`src/rtl/qspi_read_seq.sv`:
```
// qspi_read_seq: Quad Output Fast Read (0x6B) sequencer for the flash side of the bridge.
// Runs the command, address, dummy and quad data phases. Bytes come out on a
// valid/ready stream, and SCK is held low while a completed byte waits for the consumer.
// Optional feature: define QSPI_ABORT_EN to add the abort input and aborted output.
module qspi_read_seq #(
    parameter int unsigned CLK_DIV      = 2,
    parameter int unsigned DUMMY_CYCLES = 8,
    parameter int unsigned CS_HOLD      = 4
) (
    input  logic        mclk,
    input  logic        RESET,
    input  logic        req,
    input  logic [23:0] addr,
    input  logic [15:0] len,
    output logic        busy,
    output logic        done,
    output logic [7:0]  rd_data,
    output logic        rd_valid,
    input  logic        rd_ready,
    output logic        cs_n,
    output logic        sck,
    output logic [3:0]  io_out,
    output logic [3:0]  io_oe,
    input  logic [3:0]  io_in
`ifdef QSPI_ABORT_EN
    ,
    input  logic        abort,
    output logic        aborted
`endif
);

    localparam logic [7:0] CMD_QOFR = 8'h6B;

    typedef enum logic [2:0] {IDLE, CSSETUP, CMD, ADDR, DUMMY, DATA, CSHOLD} state_t;

    state_t      state;
    logic [15:0] div_cnt;
    logic [7:0]  bit_cnt;     // SCK cycles completed in the current phase
    logic [31:0] shreg;       // command + address, shifted out MSB first
    logic [15:0] byte_cnt;    // bytes still to capture
    logic [3:0]  hi_nib;
    logic [3:0]  lo_nib;      // low nibble parked while the output register is full
    logic        nib_sel;     // 0: next sample is the high nibble
    logic        stall;       // completed byte waiting for rd_data to free up
    logic        last_byte;
    logic [15:0] hold_cnt;
    logic        tick;
    logic        rise;
    logic        fall;
`ifdef QSPI_ABORT_EN
    logic        abort_pend;  // abort seen while sck was high, act at the next low point
    logic        abort_flag;
`endif

    // Divider tick; frozen while a completed byte is parked
    assign tick = !cs_n && !stall && ({16'd0, div_cnt} == CLK_DIV - 1);
    assign rise = tick && !sck;
    assign fall = tick && sck;

    // Sequencer FSM with registered pin and stream outputs
    always_ff @(posedge mclk) begin
        if (RESET) begin
            state     <= IDLE;
            busy      <= 1'b0;
            done      <= 1'b0;
            rd_data   <= 8'h00;
            rd_valid  <= 1'b0;
            cs_n      <= 1'b1;
            sck       <= 1'b0;
            io_out    <= 4'h0;
            io_oe     <= 4'h0;
            div_cnt   <= 16'd0;
            bit_cnt   <= 8'd0;
            shreg     <= 32'd0;
            byte_cnt  <= 16'd0;
            hi_nib    <= 4'h0;
            lo_nib    <= 4'h0;
            nib_sel   <= 1'b0;
            stall     <= 1'b0;
            last_byte <= 1'b0;
            hold_cnt  <= 16'd0;
`ifdef QSPI_ABORT_EN
            aborted    <= 1'b0;
            abort_pend <= 1'b0;
            abort_flag <= 1'b0;
`endif
        end else begin
            done <= 1'b0;
`ifdef QSPI_ABORT_EN
            aborted <= 1'b0;
`endif
            if (rd_valid && rd_ready) rd_valid <= 1'b0;
            if (!cs_n && !stall) div_cnt <= tick ? 16'd0 : div_cnt + 16'd1;

            case (state)
                IDLE: begin
                    if (req) begin
                        if (len != 16'd0) begin
                            state     <= CSSETUP;
                            busy      <= 1'b1;
                            cs_n      <= 1'b0;
                            sck       <= 1'b0;
                            div_cnt   <= 16'd0;
                            shreg     <= {CMD_QOFR, addr};
                            byte_cnt  <= len;
                            io_out    <= {3'b000, CMD_QOFR[7]};
                            io_oe     <= 4'b0001;
                            bit_cnt   <= 8'd0;
                            nib_sel   <= 1'b0;
                            stall     <= 1'b0;
                            last_byte <= 1'b0;
`ifdef QSPI_ABORT_EN
                            abort_pend <= 1'b0;
                            abort_flag <= 1'b0;
`endif
                        end else begin
                            done <= 1'b1;
                        end
                    end
                end
                CSSETUP: begin
                    if (rise) begin
                        sck   <= 1'b1;
                        state <= CMD;
                    end
                end
                CMD, ADDR: begin
                    if (rise) begin
                        sck <= 1'b1;
                    end else if (fall) begin
                        sck     <= 1'b0;
                        shreg   <= {shreg[30:0], 1'b0};
                        io_out  <= {3'b000, shreg[30]};
                        bit_cnt <= bit_cnt + 8'd1;
                        if (state == CMD && bit_cnt == 8'd7) begin
                            state   <= ADDR;
                            bit_cnt <= 8'd0;
                        end else if (state == ADDR && bit_cnt == 8'd23) begin
                            io_out  <= 4'h0;
                            io_oe   <= 4'h0;
                            bit_cnt <= 8'd0;
                            nib_sel <= 1'b0;
                            state   <= (DUMMY_CYCLES == 0) ? DATA : DUMMY;
                        end
                    end
                end
                DUMMY: begin
                    if (rise) begin
                        sck <= 1'b1;
                    end else if (fall) begin
                        sck     <= 1'b0;
                        bit_cnt <= bit_cnt + 8'd1;
                        if ({24'd0, bit_cnt} == DUMMY_CYCLES - 1) begin
                            bit_cnt <= 8'd0;
                            state   <= DATA;
                        end
                    end
                end
                DATA: begin
                    if (stall) begin
                        if (!rd_valid || rd_ready) begin
                            rd_data  <= {hi_nib, lo_nib};
                            rd_valid <= 1'b1;
                            stall    <= 1'b0;
                        end
                    end else if (rise) begin
                        // After the last byte one more low half-period passes before cs_n rises
                        if (last_byte) begin
                            state    <= CSHOLD;
                            cs_n     <= 1'b1;
                            hold_cnt <= 16'd0;
                        end else begin
                            sck <= 1'b1;
                        end
                    end else if (fall) begin
                        sck <= 1'b0;
                        if (!nib_sel) begin
                            hi_nib  <= io_in;
                            nib_sel <= 1'b1;
                        end else begin
                            nib_sel  <= 1'b0;
                            byte_cnt <= byte_cnt - 16'd1;
                            if (byte_cnt == 16'd1) last_byte <= 1'b1;
                            if (!rd_valid || rd_ready) begin
                                rd_data  <= {hi_nib, io_in};
                                rd_valid <= 1'b1;
                            end else begin
                                lo_nib <= io_in;
                                stall  <= 1'b1;
                            end
                        end
                    end
                end
                CSHOLD: begin
                    if ({16'd0, hold_cnt} + 32'd2 >= CS_HOLD) begin
                        done  <= 1'b1;
                        busy  <= 1'b0;
                        state <= IDLE;
`ifdef QSPI_ABORT_EN
                        aborted <= abort_flag;
`endif
                    end else begin
                        hold_cnt <= hold_cnt + 16'd1;
                    end
                end
                default: state <= IDLE;
            endcase

`ifdef QSPI_ABORT_EN
            // Abort overrides the phase logic once sck is low; partial bytes are dropped
            if ((abort || abort_pend) && state != IDLE && state != CSHOLD) begin
                if (!sck) begin
                    state      <= CSHOLD;
                    cs_n       <= 1'b1;
                    sck        <= 1'b0;
                    io_out     <= 4'h0;
                    io_oe      <= 4'h0;
                    hold_cnt   <= 16'd0;
                    stall      <= 1'b0;
                    abort_pend <= 1'b0;
                    abort_flag <= 1'b1;
                end else begin
                    abort_pend <= 1'b1;
                end
            end
`endif
        end
    end

endmodule
```
`config.mk`:
```
export PLATFORM = sky130hd
export DESIGN_NAME = qspi_read_seq
export DESIGN_NICKNAME = d
export VERILOG_FILES = /design/src/rtl/qspi_read_seq.sv
export SDC_FILE = /design/constraint.sdc
export NUM_CORES = 1
export LEC_CHECK = 0
export CAP_MARGIN = 20
export CORE_ASPECT_RATIO = 0.9
export CORE_MARGIN = 4
export CORE_UTILIZATION = 52
export CTS_BUF_LIST = sky130_fd_sc_hd__clkbuf_2
export CTS_CLUSTER_DIAMETER = 80
export DETAILED_ROUTE_END_ITERATION = 8
export GPL_ROUTABILITY_DRIVEN = 0
export HOLD_SLACK_MARGIN = 0.12
export PLACE_DENSITY = 0.78
export SETUP_SLACK_MARGIN = 0.1
export SYNTH_ARGS = -nofsm -noshare
export SYNTH_HDL_FRONTEND = slang
export SYNTH_SLANG_ARGS = --single-unit
```
`constraint.sdc`:
```
create_clock -name mclk -period 2.8 [get_ports mclk]
set_input_delay 0.42 -clock mclk [delete_from_list [all_inputs] [get_ports mclk]]
set_output_delay 0.42 -clock mclk [all_outputs]
set_load 0.05 [all_outputs]
```
* Word level (Yosys, flattened, before mapping)
Cells that the tools add are included.
Cells by class: reductions and logical operators 40, add/sub/neg operators 5, equal/unequal tests 32, bitwise logic cells 4, mux-type cells 116, order comparisons 1
Operators by type and width (number):
- $mux 16 | 15
- $mux 31 | 4
- $mux 8 | 15
- $pmux 16 s2 | 2
- $pmux 31 s2 | 1
- $mux 1 | 44
- $mux 3 | 14
- $mux 4 | 10
- $ne 2x2->1 const B | 20
- $add 16x1->16 const B | 2
- $eq 16x1->1 const B | 2
- $pmux 8 s3 | 1
- $reduce_and 7->1 | 3
- $reduce_and 5->1 | 4
- $pmux 3 s6 | 1
- $reduce_and 6->1 | 3
- $add 16x2->17 const B | 1
- $ge 17x3->1 const B | 1
- $pmux 4 s2 | 2
- $reduce_bool 16->1 | 1
- $sub 16x1->16 const B | 1
- $reduce_and 13->1 | 1
- $reduce_bool 2->1 | 6
- $pmux 1 s2 | 5
- 22 further kinds | 39
Storage, ports and cells: word-level logic and storage cells 217, register bits 122, input port bits 48

* Depth between registers and ports, before layout
depth in word-level cells 8, gate-level depth with buffers 14

* Worst setup path before layout
OpenSTA, ideal clock, no wires.
kind reg-to-reg, start point register cs_n, end point register shreg[19], cell stages (with the launch flop) 12, required time 2.709 ns, data arrival time 3.060 ns, slack -0.351 ns, library setup time 0.091 ns, cell sequence dfxtp_1 nor2_1 nand4_1 nor4_1 ha_1 clkbuf_1 nor2b_1 a21oi_1 nor3_1 clkbuf_1 buf_2 a311oi_1
On the way: cells in the longest elaborated chain, start to end 6, elaborated cells on any way between the ends 8, those cells by class eq/ne: 2; reduce/logical: 6
RTL lines:
- from (decl) | line 20 | output logic cs_n,
- from (signal assigned) | line 68 | cs_n <= 1'b1;
- from (signal assigned) | line 101 | cs_n <= 1'b0;
- from (signal assigned) | line 170 | cs_n <= 1'b1;
- $logic_not 1->1 (*) | line 56 | assign tick = !cs_n && !stall && ({16'd0, div_cnt} == CLK_DIV - 1);
- $logic_and 1x1->1 (*) (2 in series) | line 56
- $logic_and 1x1->1 (on tied branches) | line 58, 57
- $ne 2x2->1 (no source line)
- $reduce_and 5->1 (no source line) (*)
- to (signal assigned) | line 104 | shreg <= {CMD_QOFR, addr};
- to (signal assigned) | line 132 | shreg <= {shreg[30:0], 1'b0};
- to (decl) | line 39 | logic [31:0] shreg;
Mark *: on every way between the ends. The rest lies on a longest branch, timed or not. A chain may end at the register's enable or synchronous reset.

* Final worst setup path
start point register div_cnt[1], end point register shreg[5]
On the way: cells in the longest elaborated chain, start to end 5, elaborated cells on any way between the ends 7, those cells by class eq/ne: 3; reduce/logical: 4
RTL lines:
- from (decl) | line 37 | logic [15:0] div_cnt;
- from (signal assigned) | line 93 | if (!cs_n && !stall) div_cnt <= tick ? 16'd0 : div_cnt + 16'd1;
- $eq 16x1->1 (*) | line 56
- $logic_and 1x1->1 (*) | line 56
- $logic_and 1x1->1 (on tied branches) | line 58, 57
- $ne 2x2->1 (no source line)
- $reduce_and 5->1 (no source line) (*)
Marked as above.

==> results.toml <==
[critical_path]
reg2reg_setup_slack_ns = 0.03
r2r_end = "shreg[5]$_SDFFE_PP0P_"
r2r-start = "div_cnt[1]$_SDFF_PP0_"
crit_cells = 13
path_delay_family = "simple AND/OR/NAND/NOR gates"
required_ns = 3.37
critPathSlowestCell = "dfxtp_2"
worst_setup_path_end_kind = "flop"
crit_fanout = 8
arrival_ns = 3.34
crit_type = "reg -> reg"
max_stage_delay_ns = 0.37
worstPathCellList = "inv_2, ha_4, nor4b_4, nand4_1, nor4_2, ha_2, nor2b_4, a21oi_4, nor3_4, buf_12, clkbuf_16, nor2_1, a311oi_1"
worstRegToRegCells = 13
worst_setup_path_start_kind = "flop"
cp_num_buf_inv = 3

[timing]
fmax_mhz = 360.9
maxSlewViolCount = 0
clock_skew_ns = 0.03591
fin_crit_sh = 0.9895
relSlewSlack = 0.5508
fin_crit_ns = 2.771
grt_setup_unrepaired = "true"
finalSetupViolations = 0
hold_ws_ns = 0.2062
tightest_slew_ns = 0.6645
hold_viol = 0
finalSetupTns_ns = 0

[yosys]
synth.distinct_cells = 65
avgSynthCellArea_sq_um = 8.115
synth-async-reset-ratio = 0
synth_commonest_cells = "116 x dfxtp_1, 107 x nor2_1, 83 x nand2_1, 35 x a21oi_1, 28 x clkbuf_1"
synth_most_common_cell = "dfxtp_1"
synth.area.top_cells = "dfxtp_1 41%, nor2_1 7.1%, nand2_1 5.5%"
ys_seq_area_frac = 0.4088
synth_edf_count = 0
synth_flop_cell = "dfxtp_1"
yosysWarnings = 0
synth_top_area_share = 0.4088
syn_area_sq_um = 5680
synthCells = 700
ys_ff_latch = 116
synth.largest_area_cell = "dfxtp_1"

[global_route]
antenna_found_initial = 0
grt_max_degree = 60
grt_pass1_vias = 4958
grt-ovfl-total = 0
grt_first_pass_wirelength_mm = 22.54
grt_util_all_layers = 0.2108

[detailed_routing]
antenna_left = 0
drt-initial-drc-count = 417
wl_mm = 14.71
routed_via_density = 5.943
drtPass1Iterations = 5
post-route-drc-count = 0
post_drt_wl_per_cell_um = 16.03
vias = 5456

[clocking]
clkLatencyLatePin_ns = 0.66
cts_made_buffers = 17
cts_max_path_buffers = 2
clock-sinks = 116
cts_tree = "built"
path_clk_slew_ns = 0.21
htreeDepth = 4
cts-root-buf = "clkbuf_2"

[placed_design]
port_buffers = 62
place_inst = 867
hpwl_mm = 9.284

[hold_path]
holdPathEnd = "byte_cnt[5]$_SDFFE_PP0P_"
min_from = "RESET"
hold_depth = 2
hp-class = "in -> reg"

[outcome]
outcome = "complete, no violations"

[power]
power_density_nw_per_um2 = 842.6
vdd_drop_max_mv = 0.4476
power_mw = 6.029
p_leak_nw = 2.664

[layout]
fillers = 794
nets = 834
area_growth_pct = 25.97
post-route-util = 0.6837
drive_above_1_share = 0.1521
fin_cells = 918
antenna_cells = 0

[floorplanning]
start_util = 0.5427
dieWidth_um = 118.2
io_pins = 69
coreArea_sq_um = 10470
fp.dieArea_sq_um = 12660
rows = 35
chipHeight_um = 107.2

[job]
drv_cap = 0
[flip-flops by register name (all words and copies together), names as in the netlist, 3 cells and up]
signal / cells
hi_nib: 4
bit_cnt: 8
div_cnt: 16
state: 3
byte_cnt: 16
rd_data: 8
lo_nib: 4
hold_cnt: 16
shreg: 31
[area by class of cell]
type / count / area (sq um) / share of cell area
clock buffers: 17 / 85.08 / 0.01189
clock inverters: 15 / 157.7 / 0.02203
inverters: 12 / 45.04 / 0.006295
multi-input cells: 528 / 3332 / 0.4656
flip-flops and latches: 116 / 2326 / 0.3251
well taps: 129 / 161.4 / 0.02256
repair buffers: 101 / 1049 / 0.1465
[cells in the final DEF, fill, tap and decap left out, types with 8 or more instances in the layout]
| cell | synthesis | layout |
|---|---|---|
| nor3_1 | 21 | 19 |
| nand4_1 | 13 | 13 |
| nand2_1 | 83 | 83 |
| o22ai_1 | 8 | 8 |
| a21oi_1 | 35 | 31 |
| nor2_1 | 107 | 101 |
| o21ai_0 | 25 | 21 |
| clkbuf_2 | 0 | 17 |
| dfxtp_1 | 116 | 113 |
| mux2i_1 | 19 | 19 |
| buf_4 | 10 | 27 |
| nand3_1 | 22 | 22 |
| clkdlybuf4s50_1 | 0 | 61 |
| xor2_1 | 14 | 14 |
| nor4_1 | 19 | 15 |
| inv_1 | 11 | 10 |
| xnor2_1 | 8 | 8 |
| a211oi_1 | 15 | 15 |
| a311oi_1 | 23 | 22 |
| and2_1 | 10 | 10 |
[logic make-up after synthesis]
group | Yosys count | synth area share
buf+inv | 61 | 0.04956
fa+ha+maj | 10 | 0.02203
flops | 116 | 0.4088
mux | 21 | 0.03810
simple gates | 320 | 0.2683
compound gates | 149 | 0.1786
xor+xnor | 22 | 0.03392
other cells | 1 | 0.0006602
[worst max path at each step]
stage | start | endpoint | slack (ns)
after floorplan | cs_n$_SDFFE_PP1P_ | bit_cnt[2]$_SDFFE_PP0P_ | 0.10
after global placement | div_cnt[1]$_SDFF_PP0_ | shreg[5]$_SDFFE_PP0P_ | 0.16
after detailed placement | div_cnt[1]$_SDFF_PP0_ | shreg[18]$_SDFFE_PP0P_ | 0.05
after CTS | div_cnt[1]$_SDFF_PP0_ | shreg[3]$_SDFFE_PP0P_ | 0.11
after global routing | div_cnt[1]$_SDFF_PP0_ | shreg[22]$_SDFFE_PP0P_ | -0.11
final | div_cnt[1]$_SDFF_PP0_ | shreg[5]$_SDFFE_PP0P_ | 0.03
[stage by stage]
stage	cell area, sq um	setup WS (ns)
4_1_cts	6706	0.1098
5_1_grt	7156	-0.1069
2_1_floorplan	5727	0.1043
3_5_place_dp	6451	0.05009
6_report	7156	0.02943
3_3_place_gp	6451	0.1642
[what timing repair did]
action	CTS	global route
setup endpoints to repair	23	85
cloned	0	7
pin swaps	0	34
setup buffers	0	13
hold buffers	0	0
gates resized for setup	4	44
[where the power goes]
group / leakage, nW / internal, mW / switching, mW
logic: 1.59 / 1.22 / 1.42
clock network: 0.129 / 0.412 / 0.687
registers: 0.948 / 1.99 / 0.301
[per-layer routing]
metal / vias to the layer above / GRT usage / routed length, um
met4: 0 / 0.05858 / 275
li1: 2660 / - / -
met3: 32 / 0.05749 / 820
met2: 197 / 0.3456 / 7201
met5: - / 0 / 0
met1: 2567 / 0.2740 / 6415
(Power assumes the default switching activity.)
